File: src/rtl/move_sequencer.sv
// move_sequencer: top-level game sequencer for a 4x4 grid of merge nodes.
// It starts new games (clear + two spawns), launches moves into the node grid,
// waits a fixed settle time, collects merge points, spawns a new tile from an
// LFSR-chosen empty cell and flags game over when the grid is locked.
//
// Ports:
//   clk           clock, all state changes on the rising edge
//   rst           synchronous, active-low reset
//   start         one-cycle pulse: begin a new game
//   dir_valid     one-cycle move request strobe
//   dir_req[3:0]  one-hot move direction
//   cell_value    16 x 4-bit cell values (cell i at [4i+3:4i]); 0 = empty
//   cell_movable  16 x 4-bit per-cell movable vectors, same bit order as dir_req
//   score_pulse   per-cell merge score strobes, bit i = cell i
//   launch_dir    direction broadcast to all nodes, pulsed for one cycle
//   preset_ext    node preset strobe
//   preset_value  preset bus, same layout as cell_value
//   busy          high whenever the sequencer is not idle
//   score         saturating merge count
//   game_over     sticky until the next start
module move_sequencer #(
    parameter int          SETTLE_CYCLES = 24,
    parameter logic [15:0] LFSR_SEED     = 16'hACE1
) (
    input  logic        clk,
    input  logic        rst,
    input  logic        start,
    input  logic        dir_valid,
    input  logic [3:0]  dir_req,
    input  logic [63:0] cell_value,
    input  logic [63:0] cell_movable,
    input  logic [15:0] score_pulse,
    output logic [3:0]  launch_dir,
    output logic        preset_ext,
    output logic [63:0] preset_value,
    output logic        busy,
    output logic [15:0] score,
    output logic        game_over
);

    typedef enum logic [2:0] {
        IDLE   = 3'd0,
        CLEAR  = 3'd1,
        LAUNCH = 3'd2,
        SETTLE = 3'd3,
        SPAWN  = 3'd4,
        CHECK  = 3'd5
    } state_t;

    // Galois feedback mask for taps 16,14,13,11 (right-shifting form)
    localparam logic [15:0] LFSR_TAPS   = 16'hB400;
    localparam logic [15:0] SETTLE_LAST = 16'(SETTLE_CYCLES - 1);

    function automatic logic [4:0] popcount16(input logic [15:0] v);
        logic [4:0] n;
        n = 5'd0;
        for (int i = 0; i < 16; i++) begin
            n = n + {4'd0, v[i]};
        end
        return n;
    endfunction

    function automatic logic [15:0] sat_add(input logic [15:0] a, input logic [4:0] b);
        logic [16:0] s;
        s = {1'b0, a} + {12'd0, b};
        return s[16] ? 16'hFFFF : s[15:0];
    endfunction

    state_t      state_r;
    state_t      state_next_s;
    logic [3:0]  dir_r;
    logic [15:0] settle_cnt_r;
    logic [1:0]  spawn_cnt_r;
    logic        spawn_wait_r;   // a preset was just issued; give the grid a cycle
    logic        settle_tail_r;  // previous cycle was SETTLE, so merges still count
    logic [15:0] score_r;
    logic        game_over_r;
    logic [15:0] lfsr_r;

    logic        dir_one_hot_s;
    logic        can_move_s;
    logic        accept_s;
    logic        any_empty_s;
    logic [3:0]  scan_idx_s;
    logic [3:0]  target_s;
    logic [3:0]  spawn_val_s;
    logic [63:0] spawn_bus_s;

    // Grid analysis: move legality, spawn target search and spawn preset image
    always_comb begin
        dir_one_hot_s = (dir_req != 4'b0000) && ((dir_req & (dir_req - 4'b0001)) == 4'b0000);
        can_move_s    = 1'b0;
        any_empty_s   = 1'b0;
        scan_idx_s    = 4'd0;
        target_s      = 4'd0;
        for (int i = 0; i < 16; i++) begin
            can_move_s = can_move_s | (|(cell_movable[4*i +: 4] & dir_req));
        end
        // 4-bit index arithmetic gives the 15 -> 0 wrap for free
        for (int k = 0; k < 16; k++) begin
            scan_idx_s = lfsr_r[3:0] + 4'(k);
            if (!any_empty_s && (cell_value[{scan_idx_s, 2'b00} +: 4] == 4'd0)) begin
                any_empty_s = 1'b1;
                target_s    = scan_idx_s;
            end else begin
                any_empty_s = any_empty_s;
            end
        end
        spawn_val_s = (lfsr_r[7:4] == 4'd0) ? 4'd2 : 4'd1;
        spawn_bus_s = cell_value;
        spawn_bus_s[{target_s, 2'b00} +: 4] = spawn_val_s;
        accept_s = dir_valid && dir_one_hot_s && !game_over_r && can_move_s;
    end

    // State register
    always_ff @(posedge clk) begin
        if (!rst) begin
            state_r <= IDLE;
        end else begin
            state_r <= state_next_s;
        end
    end

    // Next-state logic; start has priority over a simultaneous move request
    always_comb begin
        state_next_s = state_r;
        case (state_r)
            IDLE: begin
                if (start) begin
                    state_next_s = CLEAR;
                end else if (accept_s) begin
                    state_next_s = LAUNCH;
                end else begin
                    state_next_s = IDLE;
                end
            end
            CLEAR:  state_next_s = SPAWN;
            LAUNCH: state_next_s = SETTLE;
            SETTLE: begin
                if (settle_cnt_r == SETTLE_LAST) begin
                    state_next_s = SPAWN;
                end else begin
                    state_next_s = SETTLE;
                end
            end
            SPAWN: begin
                if (!spawn_wait_r) begin
                    state_next_s = any_empty_s ? SPAWN : CHECK;
                end else if (spawn_cnt_r == 2'd1) begin
                    state_next_s = CHECK;
                end else begin
                    state_next_s = SPAWN;
                end
            end
            CHECK:   state_next_s = IDLE;
            default: state_next_s = IDLE;
        endcase
    end

    // Datapath: LFSR, counters, latched direction, score and game-over flag
    always_ff @(posedge clk) begin
        if (!rst) begin
            lfsr_r        <= LFSR_SEED;
            dir_r         <= 4'd0;
            settle_cnt_r  <= 16'd0;
            spawn_cnt_r   <= 2'd0;
            spawn_wait_r  <= 1'b0;
            settle_tail_r <= 1'b0;
            score_r       <= 16'd0;
            game_over_r   <= 1'b0;
        end else begin
            lfsr_r        <= {1'b0, lfsr_r[15:1]} ^ (lfsr_r[0] ? LFSR_TAPS : 16'h0000);
            settle_tail_r <= (state_r == SETTLE);
            if ((state_r == IDLE) && start) begin
                score_r <= 16'd0;
            end else if ((state_r == SETTLE) || settle_tail_r) begin
                score_r <= sat_add(score_r, popcount16(score_pulse));
            end else begin
                score_r <= score_r;
            end
            case (state_r)
                IDLE: begin
                    if (start) begin
                        game_over_r <= 1'b0;
                    end else if (accept_s) begin
                        dir_r <= dir_req;
                    end else begin
                        dir_r <= dir_r;
                    end
                end
                CLEAR: begin
                    spawn_cnt_r  <= 2'd2;
                    spawn_wait_r <= 1'b0;
                end
                LAUNCH: settle_cnt_r <= 16'd0;
                SETTLE: begin
                    settle_cnt_r <= settle_cnt_r + 16'd1;
                    if (settle_cnt_r == SETTLE_LAST) begin
                        spawn_cnt_r  <= 2'd1;
                        spawn_wait_r <= 1'b0;
                    end else begin
                        spawn_wait_r <= 1'b0;
                    end
                end
                SPAWN: begin
                    if (!spawn_wait_r) begin
                        if (any_empty_s) begin
                            spawn_wait_r <= 1'b1;
                        end else begin
                            spawn_cnt_r <= 2'd0;
                        end
                    end else begin
                        spawn_wait_r <= 1'b0;
                        spawn_cnt_r  <= spawn_cnt_r - 2'd1;
                    end
                end
                CHECK: begin
                    if (!any_empty_s && (cell_movable == 64'd0)) begin
                        game_over_r <= 1'b1;
                    end else begin
                        game_over_r <= game_over_r;
                    end
                end
                default: spawn_wait_r <= 1'b0;
            endcase
        end
    end

    // Output decode from registered state; launch and preset live in disjoint states
    always_comb begin
        launch_dir   = 4'b0000;
        preset_ext   = 1'b0;
        preset_value = 64'd0;
        case (state_r)
            CLEAR: preset_ext = 1'b1;
            LAUNCH: launch_dir = dir_r;
            SPAWN: begin
                if (!spawn_wait_r && any_empty_s) begin
                    preset_ext   = 1'b1;
                    preset_value = spawn_bus_s;
                end else begin
                    preset_ext = 1'b0;
                end
            end
            default: launch_dir = 4'b0000;
        endcase
        busy      = (state_r != IDLE);
        score     = score_r;
        game_over = game_over_r;
    end

endmodule

File: config.mk
export PLATFORM = sky130hd
export DESIGN_NAME = move_sequencer
export DESIGN_NICKNAME = d
export VERILOG_FILES = /design/src/rtl/move_sequencer.sv
export SDC_FILE = /design/constraint.sdc
export NUM_CORES = 1
export LEC_CHECK = 0
export BUFFER_PORTS_ARGS = -buffer_cell sky130_fd_sc_hd__buf_2
export CAP_MARGIN = 10
export CORE_ASPECT_RATIO = 0.9
export CORE_MARGIN = 2
export CORE_UTILIZATION = 52
export DETAILED_ROUTE_END_ITERATION = 12
export GPL_ROUTABILITY_DRIVEN = 0
export PLACE_DENSITY = 0.8
export REMOVE_ABC_BUFFERS = 1
export SYNTH_ARGS = -nofsm -noshare
export SYNTH_HDL_FRONTEND = slang
export SYNTH_SLANG_ARGS = --single-unit
File: constraint.sdc
create_clock -name clk -period 7.4 [get_ports clk]
set_clock_uncertainty 0.15 [all_clocks]
set_input_delay 1.11 -clock clk [delete_from_list [all_inputs] [get_ports clk]]
set_output_delay 1.11 -clock clk [all_outputs]
set_load 0.01 [all_outputs]
==> metrics.cfg <==
[outcome]
outcome=complete, no violations

[logic_synthesis]
synth.avg_cell_area_sq_um=7.57
synth_area_leaders=dfxtp_1 (17%), nor2_1 (7.3%), mux4_2 (7.1%)
synth-edff-count=0
syn-cell-area_sq_um=6960
synth_common_cells=nor2_1 (135), nand2_1 (64), a21oi_1 (61)
post-synth-top-count-cell=nor2_1
yosysWarnings=0
synth-seq-cells=60
ys.flop_type=dfxtp_1
yosysSeqAreaShare_pct=17.2
yosys.area.top_type=dfxtp_1
yosys.cell_types.count=87
synthArstFlopShare_pct=0
synthCells=920
synth_top_area_share_pct=17.2

[cells_and_area]
regArea_sq_um=1200
area_growth_pct=24.7
multiInputGateArea_sq_um=5480
fin_util_pct=65.7
nets=1327
stdcell_area_sq_um=8690
fin_cells=1319
n_fill_cell=1117
drive_above_1_share_pct=29.7

[placement]
pre_cts_slack_ps=335
io_buffers=238
dp.cells=1299
post-dp-hpwl_mm=18.7
dpl-instance-area_sq_um=8260

[pwr]
power_density_nw_per_um2=182
seq_power_share_pct=22.0
combPwrFrac_pct=46.3
ir_worst_vdd_mv=0.154
power.share.clock_pct=31.6
internal_power_mw=0.989
switching_share_pct=37.4
leakagePower_nw=3.92
switchingPower_mw=0.591

[detailed_routing]
vias=8327
wl_mm=24.1
wl_per_cell_microns=18.2
drt_iter0_drc=1061
ant_nets=0
drc=0
vias_per_cell=6.31
drt_first_pass_iters=7

[sta]
slew_viol_final=0
rsz0062_at_grt=no
fin_ws_ps=259
period_minus_slack_ps=7140
fin_crit_sh_pct=96.5
finalHoldViolations=0
worst_pin_slew_ps=862
fmax_mhz=140
setup_violations=0
slew_headroom_pct=42.4
final.setup.tns_ps=0

[die]
die_x_microns=126
core_area_sq_um=13200
die_h_microns=114
io_pins=239
die_area_sq_um=14300
start_util_pct=52.7
num_rows=40

[cts]
path_clk_slew_ps=50
clockBufferDepth=2
cts_max_level=3
cts_tree=done
clock_latency_ps=320
numCtsBuffers=9
clkSinkCount=60
clk_root_buffer_cell=clkbuf_16

[global_routing]
grt-ovfl-total=0
grt_max_degree=33
track_usage_pct=32.1
antenna_found_initial=2
grt_pass1_vias=7426
grt_pass1_wl_mm=37.4

[setup_path]
path_delay_family=compound AO/OA/AOI/OAI gates
path_class=in -> out
critPathArrivalTime_ps=5880
path_max_fanout=11
crit_chain=buf_2 > or4_1 > a211o_1 > and2_1 > mux4_2 > nand4_1 > buf_4 > nor2_1 > a221oi_1 > o21ai_1 > o31a_1 > inv_1 > ha_1 > inv_1 > nor3b_1 > a2bb2o_2 > mux2i_1 > nor2_1 > buf_2
worstPathBufferInverterCount=5
start_kind=primary input
cp-end-kind=primary output
cp.required_ps=6140
slowest_stage=or4_1
cp_slowest_stage_delay_ps=570

[hold_path]
hold_class=reg -> reg

[flow_run]
cap_viol_max_count=0

==> power by group through the flow <==
| stage | clock [mW] | sequential [mW] | combinational (mW) |
|---|---|---|---|
| 2_1_floorplan | 0 | 0.353 | 0.483 |
| 3_3_place_gp | 0 | 0.353 | 0.687 |
| 3_5_place_dp | 0 | 0.354 | 0.693 |
| 4_1_cts | 0.503 | 0.348 | 0.700 |
| 5_1_grt | 0.519 | 0.350 | 0.794 |
| 6_report | 0.500 | 0.348 | 0.733 |
==> layout make-up <==
| class | instances | area share [%] |
|---|---|---|
| diodes | 2 | 0.0576 |
| repair buffers | 254 | 15.1 |
| multi-input cells | 788 | 63.1 |
| inverters | 32 | 1.44 |
| well taps | 168 | 2.42 |
| clock inverters | 5 | 1.44 |
| clock buffers | 10 | 2.64 |
| flip-flops and latches | 60 | 13.8 |
==> cell families (layout without fill, tap and decap cells) <==
logic type,Yosys count,count (layout),share of synthesized area [%]
xor gates and xnor gates,32,32,4.24
AOI/OAI and AO/OA,214,214,20.6
other,0,2,0
muxes,59,59,12.5
and+or+nand+nor,453,453,34.0
buffers and inverters,72,301,4.76
adders and majority gates,30,30,6.68
DFF,60,60,17.2
==> sequential cells by signal, summed over array words and instances (netlist names) <==
name / count
dir_r: 4
game_over: 1
lfsr_r: 16
score: 16
settle_cnt_r: 16
settle_tail_r: 1
spawn_cnt_r: 2
spawn_wait_r: 1
state_r: 3
==> per-stage QoR <==
step / hold slack [ps] / power [mW]
global route: 294 / 1.66
global placement: 239 / 1.04
CTS: 269 / 1.55
floorplan: 236 / 0.836
finish: 272 / 1.58
detailed placement: 273 / 1.05
==> worst reg2reg max path: cells and delay by family, from the launching register on <==
kind / cells / cell delay (ps)
adders and majority gates: 1 / 450
AOI/OAI and AO/OA: 4 / 1010
buffers and inverters: 1 / 120
DFF: 1 / 400
and+or+nand+nor: 8 / 2550
==> path summary, 6_finish.rpt <==
check | to | cells after the start | slack (ps) | start
worst max-delay path | preset_value[25] | 19 | 260 | cell_value[61]
worst min register to register | lfsr_r[11]$_SDFF_PN1_ | 1 | 270 | lfsr_r[12]$_SDFF_PN0_
worst max register to register | spawn_wait_r$_SDFFE_PN0N_ | 14 | 2560 | lfsr_r[0]$_SDFF_PN1_
worst min-delay path | lfsr_r[11]$_SDFF_PN1_ | 1 | 270 | lfsr_r[12]$_SDFF_PN0_
==> timing repair <==
action	in CTS	in global routing
gates resized for setup	0	9
buffers inserted	0	3
hold buffers	0	0
setup endpoints to repair	0	53
endpoints found under the hold margin	0	0
==> metal layers <==
layer | global-route usage [%] | wire (microns) | vias to the layer above
li1 | - | - | 3873
met1 | 42.9 | 9610 | 3811
met2 | 50.6 | 10900 | 577
met3 | 7.97 | 2850 | 66
met4 | 11.7 | 718 | 0
met5 | 0 | 0 | -
==> cell usage in the layout (no fill, tap or decap), drive strengths merged, types with 9 or more instances in the layout <==
cell and instances:
nor3b 13, or4 16, ha 18, mux4 22, nand2 67, nor2 135, dfxtp 60, a211oi 11
a21oi 62, or2 11, buf 254, a31oi 10, o22ai 12, and2 30, nand4 13, xnor2 17
nand2b 15, clkbuf 10, xor2 15, fa 12, o21ai 46, nand3 41, and3 34, o211ai 10
nor3 25, nor4 29, mux2i 31, a211o 9, inv 31
Power figures use the tool's default switching activity.
